==> config.mk <==
export PLATFORM = sky130hd
export DESIGN_NAME = task3
export DESIGN_NICKNAME = d
export VERILOG_FILES = /design/src/rtl/task3.sv
export SDC_FILE = /design/constraint.sdc
export NUM_CORES = 1
export LEC_CHECK = 0
export CORE_AREA = 8 8 139 167
export DETAILED_ROUTE_END_ITERATION = 6
export DIE_AREA = 0 0 147 175
export SYNTH_ARGS = -nofsm -noshare
export SYNTH_HDL_FRONTEND = slang
export SYNTH_SLANG_ARGS = --single-unit
export TNS_END_PERCENT = 5
==> constraint.sdc <==
create_clock -name clk -period 3.6 [get_ports clk]
set_input_delay 0.72 -clock clk [delete_from_list [all_inputs] [get_ports clk]]
set_output_delay 0.72 -clock clk [all_outputs]
set_load 0.03 [all_outputs]
==> src/rtl/task3.sv <==
// Circle-drawing engine for a 160x120, 3-bit-colour VGA framebuffer adapter.
// After reset it clears the screen to black. Each rising `draw` request
// rasterises one midpoint circle, centred on the screen, in the latched colour.
module task3 #(
    parameter int SCREEN_W = 160,
    parameter int SCREEN_H = 120,
    parameter int CENTRE_X = 80,
    parameter int CENTRE_Y = 60
) (
    input  logic       clk,
    input  logic       rstn,
    input  logic [4:0] radius,
    input  logic [2:0] colour_inp,
    input  logic       draw,
    output logic [7:0] vga_x,
    output logic [6:0] vga_y,
    output logic [2:0] vga_colour,
    output logic       vga_plot
);

    typedef enum logic [1:0] {
        S_CLEAR  = 2'd0,
        S_IDLE   = 2'd1,
        S_CIRCLE = 2'd2,
        S_DONE   = 2'd3
    } state_t;

    localparam logic signed [9:0] CX = 10'(CENTRE_X);
    localparam logic signed [9:0] CY = 10'(CENTRE_Y);
    localparam logic [7:0] CLR_X_LAST = 8'(SCREEN_W - 1);
    localparam logic [6:0] CLR_Y_LAST = 7'(SCREEN_H - 1);

    state_t state, state_nxt;

    // Screen-clear scan position
    logic [7:0] clr_x;
    logic [6:0] clr_y;
    logic       clr_last;

    // Midpoint circle state: offsets are signed because ox may step below zero
    // on the final update (e.g. radius 0), which is what terminates the loop.
    logic signed [6:0] ox, oy;
    logic signed [8:0] crit;
    logic [2:0]        oct;
    logic [2:0]        col_l;

    // Values the circle state takes after the current iteration
    logic signed [6:0] ox_upd, oy_upd;
    logic signed [8:0] crit_upd;
    logic              circle_end;

    // Selected octant point at full width
    logic signed [9:0] ox10, oy10;
    logic signed [9:0] pt_x, pt_y;

    // Next values for the registered outputs
    logic [7:0] x_nxt;
    logic [6:0] y_nxt;
    logic [2:0] col_nxt;
    logic       plot_nxt;

    // Coordinates are formed at full width and simply truncated; every point of
    // a radius <= 31 circle about the centre lies on screen.
    function automatic logic [7:0] to_x(input logic signed [9:0] v);
        return 8'(v);
    endfunction

    function automatic logic [6:0] to_y(input logic signed [9:0] v);
        return 7'(v);
    endfunction

    assign clr_last = (clr_x == CLR_X_LAST) && (clr_y == CLR_Y_LAST);
    assign ox10     = 10'(ox);
    assign oy10     = 10'(oy);

    // State register; reset restarts the screen clear from any state
    always_ff @(posedge clk) begin
        if (!rstn) begin
            state <= S_CLEAR;
        end else begin
            state <= state_nxt;
        end
    end

    // Midpoint iteration update, evaluated with the new oy (and new ox)
    always_comb begin
        oy_upd   = oy + 7'sd1;
        ox_upd   = ox;
        crit_upd = crit;
        if (crit <= 9'sd0) begin
            crit_upd = crit + (9'(oy_upd) <<< 1) + 9'sd1;
        end else begin
            ox_upd   = ox - 7'sd1;
            crit_upd = crit + (9'(oy_upd) <<< 1) - (9'(ox_upd) <<< 1) + 9'sd1;
        end
        circle_end = (oy_upd > ox_upd);
    end

    // Next-state logic
    always_comb begin
        state_nxt = state;
        case (state)
            S_CLEAR:  if (clr_last) state_nxt = S_IDLE;
            S_IDLE:   if (draw) state_nxt = S_CIRCLE;
            S_CIRCLE: if ((oct == 3'd7) && circle_end) state_nxt = S_DONE;
            S_DONE:   if (!draw) state_nxt = S_IDLE;
            default:  state_nxt = S_CLEAR;
        endcase
    end

    // Octant point for the current plot cycle of an iteration
    always_comb begin
        pt_x = CX;
        pt_y = CY;
        case (oct)
            3'd0: begin pt_x = CX + ox10; pt_y = CY + oy10; end
            3'd1: begin pt_x = CX + oy10; pt_y = CY + ox10; end
            3'd2: begin pt_x = CX - ox10; pt_y = CY + oy10; end
            3'd3: begin pt_x = CX - oy10; pt_y = CY + ox10; end
            3'd4: begin pt_x = CX - ox10; pt_y = CY - oy10; end
            3'd5: begin pt_x = CX - oy10; pt_y = CY - ox10; end
            3'd6: begin pt_x = CX + ox10; pt_y = CY - oy10; end
            default: begin pt_x = CX + oy10; pt_y = CY - ox10; end
        endcase
    end

    // Output logic: what the pixel port shows on the next cycle
    always_comb begin
        x_nxt    = vga_x;
        y_nxt    = vga_y;
        col_nxt  = vga_colour;
        plot_nxt = 1'b0;
        case (state)
            S_CLEAR: begin
                x_nxt    = clr_x;
                y_nxt    = clr_y;
                col_nxt  = 3'b000;
                plot_nxt = 1'b1;
            end
            S_CIRCLE: begin
                x_nxt    = to_x(pt_x);
                y_nxt    = to_y(pt_y);
                col_nxt  = col_l;
                plot_nxt = 1'b1;
            end
            default: begin
                plot_nxt = 1'b0;
            end
        endcase
    end

    // Registered pixel port
    always_ff @(posedge clk) begin
        if (!rstn) begin
            vga_x      <= 8'd0;
            vga_y      <= 7'd0;
            vga_colour <= 3'd0;
            vga_plot   <= 1'b0;
        end else begin
            vga_x      <= x_nxt;
            vga_y      <= y_nxt;
            vga_colour <= col_nxt;
            vga_plot   <= plot_nxt;
        end
    end

    // Clear scan counters: y inner, x outer
    always_ff @(posedge clk) begin
        if (!rstn) begin
            clr_x <= 8'd0;
            clr_y <= 7'd0;
        end else if (state == S_CLEAR) begin
            if (clr_y == CLR_Y_LAST) begin
                clr_y <= 7'd0;
                clr_x <= clr_x + 8'd1;
            end else begin
                clr_y <= clr_y + 7'd1;
            end
        end
    end

    // Circle datapath: latch request in IDLE, step octant and iterate in CIRCLE
    always_ff @(posedge clk) begin
        if (state == S_IDLE) begin
            if (draw) begin
                col_l <= colour_inp;
                ox    <= $signed({2'b00, radius});
                oy    <= 7'sd0;
                crit  <= 9'sd1 - $signed({4'b0000, radius});
                oct   <= 3'd0;
            end
        end else if (state == S_CIRCLE) begin
            oct <= oct + 3'd1;
            if (oct == 3'd7) begin
                ox   <= ox_upd;
                oy   <= oy_upd;
                crit <= crit_upd;
            end
        end
    end

endmodule

* Yosys cells after proc, flatten, opt, wreduce, memory -nomap -nowiden *
Index checks and enable logic that the tools add are counted.

word-level totals
  flip-flop bits (word level) = 65
  bits of input ports = 11
  output and inout bits = 19
  word-level logic and storage cells = 96

operators by class
  $add $sub $neg = 18
  $lt $le $gt $ge = 2
  equal/unequal tests = 16
  multiplexer cells = 29
  reductions and logical operators = 19

operators by type and width
  cell                   number
  $mux W7                10
  $mux W9                5
  $pmux W8 S3            1
  $pmux W7 S3            1
  $add A9 B2 Y9 const B  2
  $add A8 B7 Y8 const A  2
  $pmux W8 S2            1
  $sub A8 B7 Y8 const A  2
  $add A7 B7 Y7 const A  2
  $pmux W7 S2            1
  $reduce_or A2 Y1       7
  $sub A7 B7 Y7 const A  2
  $eq A3 B3 Y1 const B   4
  $add A9 B8 Y9          1
  $le A9 B1 Y1 const B   1
  $mux W3                3
  $sub A9 B8 Y9          1
  $add A8 B1 Y8 const B  1
  $eq A8 B8 Y1 const B   1
  $mux W2                4
  $ne A2 B2 Y1 const B   4
  $pmux W2 S4            1
  $add A7 B1 Y7 const B  1
  $add A7 B2 Y7 const B  1
  18 further kinds       25

* Depth between registers and ports, before layout *
  depth after elaboration = 8
  mapped depth = 18
  gate-level depth less buffers = 18

* Worst setup path before layout *
Ideal clock, no wire load.

  path kind = register to register
  start = register oy[0]
  end = register crit[8], data pin
  library setup time = 269 ps
  data arrival time = 3,509 ps
  data required time = 3,331 ps
  setup slack = -178 ps
  stages on the path, launching flop included = 17
  path buffers = 1
  period minus slack after synthesis = 3,778 ps
  cell sequence = edfxtp_1 -> clkbuf_1 -> inv_1 -> ha_1 -> fa_1 -> a21o_1 -> a21oi_1 -> xnor2_1 -> ha_1 -> ha_1 -> nand3_1 -> o211ai_1 -> o41ai_1 -> xor2_1 -> o32ai_1 -> xnor2_1 -> o21ai_1

on the way
  longest elaborated chain between the ends = 8
  elaborated cells between the ends (all ways) = 9
  classes of those cells = add/sub: 5; mux: 4

RTL lines
  what                    line    RTL
  from (decl)             42      logic signed [6:0] ox, oy;
  from (signal assigned)  196     oy <= oy_upd;
  $add A7 B2 Y7 (*)       87      oy_upd = oy + 7'sd1;
  via oy_upd[0]           48      logic signed [6:0] ox_upd, oy_upd;
  $add A9 B8 Y9 (*)       91, 94
  $sub A9 B8 Y9           94      crit_upd = crit + (9'(oy_upd) <<< 1) - (9'(ox_upd) <<< 1) + 9'sd1;
  $add A9 B2 Y9           94
  $mux W9 (*)             90      if (crit <= 9'sd0) begin
  $mux W9 (*)             194     if (oct == 3'd7) begin
  $mux W9 (*)             192     end else if (state == S_CIRCLE) begin
  $mux W9 (*)             184     if (state == S_IDLE) begin
  to (signal assigned)    189     crit <= 9'sd1 - $signed({4'b0000, radius});
  to (signal assigned)    197     crit <= crit_upd;
  to (decl)               43      logic signed [8:0] crit;

Mark *: on every way through the listed nets, which the timed path passes. The rest lies on a longest branch. The select of a mux whose other input is x is not followed.
A chain may end at the register's enable or synchronous reset.

* Worst setup path after layout *
Same ends and word-level chain as after synthesis.

==> qor.yml <==
floorplan.die_area_sq_um: 25730
hold_path_class: "register to register"
totalWireLength_um: 13310
power_uw: 2033
maxCapViolCount: 0
final.min_clock_period_ps: 3692
core_occupancy_in_the_finished_layout_pct: 31.58
share_of_layout_cells_above_drive_strength_1_pct: 16.98
post_synth_inst_count: 572
critical_path_class: "register to register"
p_clk_share_pct: 40.9
synth_enable_flop_cells: 29
netlist_area_sq_um: 5052
effective_utilization_at_floorplan_pct: 24.51
ant_nets: 0
route.detailed.vias_per_inst: 4.776
clock_tree.root_cell: "clkbuf_16"
fp.coreArea_sq_um: 20610
postSynthRegisterBits: 65
first_global_vias: 4330
crit_path_max_incr_delay_ps: 490
floorplan.io_pins: 30
finalSetupTns_ps: -91.60
cts_tree: "yes"
power.net_switching_uw: 538.5
setup_violations: 1
synth.net_count: 635
most-common-layout-cells: "nor2_1, buf_4, nand2_1"
gp_congestion: 0.8848
die_extent_in_x_um: 147
tightest_slew_ps: 790.7
antenna_cells: 0
drc: 0
worstPathMaxFanout: 4
finalHoldViolations: 0
yosys_most_used_dff: "dfxtp_1"
length_of_the_first_detailed_routing_pass_in_iterations: 4
yosys.area_share.adder_pct: 13.17
synth.lib_cells_used.distinct: 57
crit_arrival_ps: 3760
grt_first_pass_wirelength_um: 21890
finClkSkew_ps: 6.492
seqPwrFrac_pct: 40.7
regArea_sq_um: 1592
synth_compound_gate_area_share_pct: 16.52
fill_cells: 2156
wire_per_inst_um: 14.59
place.port_buffers: 29
proportion_of_register_bits_with_asynchronous_set_or_reset_after_synthesis_pct: 0
critical_path.slowest_cell: "edfxtp_1"
grt_antenna_before_repair: 0
synthesis.yosys.warnings: 0
max_slew_margin_pct: 47.29
grt_start_max_net_pins: 37
finalInstanceArea_sq_um: 6509
drt_iter0_markers: 229
num-nets-final: 701
synth_seq_area_share_pct: 31.50
power-per-cell-area_nw_per_um2: 312.4
clock_sink_count: 65
area_taken_by_multi_input_logic_gates_sq_um: 3500
layout_worst_path_cycle_share_pct: 102.5
sw_ratio_pct: 26.48
synth-simple-area-share_pct: 15.65
rsz_0062_raised_after_global_routing: "true"
via_count: 4356
post-synth-top-area-fraction_pct: 17.24
synthTopCellsByArea: "edfxtp_1, dfxtp_1, ha_1, mux2i_1, xnor2_1"
cp_cell_sequence: "ha_4 > xor2_4 > ha_4 > buf_6 > a211oi_2 > o21bai_1 > a21oi_1 > xor2_1 > inv_1 > ha_4 > ha_4 > nor2_2 > nor2_2 > o41ai_4 > xor2_1 > o32ai_2 > xnor2_1 > o21ai_1"
core.rowCount: 58
cp-end-kind: "register"
final_common_cell: "nor2_1"
clock_buffer_count_from_cts: 9
max_freq_mhz: 270.9
synth_top_area_cell: "edfxtp_1"
synth_top_family_by_area: "compound AO/OA/AOI/OAI gates"
clk-insertion-delay-late_ps: 340
crit_top_cell: "ha_4"
post-dp-hpwl_um: 9994
run_status: "finished, violations left"
yosys.area_share.xor_xnor_pct: 11.05
floorplan.die.height_um: 175
max-vdd-ir-drop_v: 0.0001838
htree_num_levels: 3
final-max-slew-violation-count: 0
area_delta_synth_final_pct: 28.83
mux_share_of_post_synthesis_cell_area_pct: 8.123
grt_util_all_layers_pct: 10.52
critical_path.startpoint_type: "register"
leakage_power_figure_uw: 0.002603
placedInstanceArea_sq_um: 5941
critPathRequiredTime_ps: 3670
power_report.internal_total_uw: 1495
share_comb_of_total_power_pct: 18.3
postSynthAreaPerCell_sq_um: 8.833
timing.final.ws_setup_ps: -91.60
failed_checks: "setup timing"
ctsLongestPathBuffers: 2
path_clk_slew_ps: 50
cts_hold_buffers_added: 0
overflow: 0
[synth_stat cells, drive strengths merged, types with 3 or more instances]
cell and n:
nand3 9, o21a 3, inv 24, dfxtp 36, mux2 8, a21oi 36
o21ai 33, o211ai 3, nand2 47, and3 5, edfxtp 29, nor2b 10
mux2i 32, a211oi 8, xor2 30, nor2 66, clkbuf 23, xnor2 31
a221oi 8, or2 3, nor3 6, nand4 8, a31oi 9, buf 5
nand2b 4, o21bai 3, nor4 4, a21o 6, or3 3, nor3b 4
ha 50
[layer usage]
layer  GRT usage, %  wire length, um  up-vias
li1               -                -     2174
met1          12.56             5801     2084
met2          18.12             6703       81
met3          1.967              555       17
met4          4.385              248        0
met5              0                0        -
[repair_timing]
item,in CTS,in global routing
setup endpoints to repair,2,2
gates cloned,0,0
resized for setup,14,17
buffers inserted,5,5
pin swaps,18,21
endpoints found under the hold margin,0,0
[cells by family (layout without fill, tap and decap cells)]
| logic type | Yosys count | count (layout) |
|---|---|---|
| simple gates | 173 | 173 |
| compound gates | 127 | 127 |
| flops | 65 | 65 |
| xor+xnor | 62 | 62 |
| buf+inv | 53 | 123 |
| fa+ha+maj | 52 | 52 |
| mux | 40 | 40 |
[cell type report]
class                      count  area share (%)
clock buffer                  12           4.114
clock inverter                 3          0.2307
tap                          270           5.190
sequential                    65           24.45
inverter                      25           1.442
multi-input combinational    454           53.77
timing repair buffer          83           10.80
[worst max-delay path: cells and delay by family (launching register included)]
kind	cells	cell delay [ps]
adders and majority gates	4	970
xor gates and xnor gates	4	800
and+or+nand+nor	2	160
DFF	1	490
AOI/OAI and AO/OA	6	800
buffers and inverters	2	210
[metrics by stage]
stage | hold WS [ps] | setup WS, ps | cells
final | 485.3 | -91.60 | 912
after global placement | 474.1 | -62.64 | 887
after floorplan | 453.7 | 47.21 | 572
after CTS | 493.3 | 8.452 | 907
after detailed placement | 480.7 | -170.0 | 887
after global routing | 501.1 | -305.9 | 912
[path summary, 6_finish.rpt]
kind,start,end,slack [ps],cells past startpoint
setup reg to reg,oy[0],crit[8],-90,18
hold / removal,col_l[1],vga_colour[1],490,2
setup / recovery,oy[0],crit[8],-90,18
hold reg to reg,col_l[1],vga_colour[1],490,2
[power groups by stage]
stage	combinational (uW)	clock (uW)	sequential [uW]
after floorplan	224	0	856
after global placement	343	0	843
after detailed placement	346	0	844
after CTS	358	847	829
after global routing	415	878	834
final	373	832	828
[sequential cells by signal, indices dropped and copies added (netlist names), 7 cells and up]
name,count
crit,9
clr_x,8
vga_x,8
clr_y,7
ox,7
oy,7
vga_y,7
(Power assumes the default switching activity.)
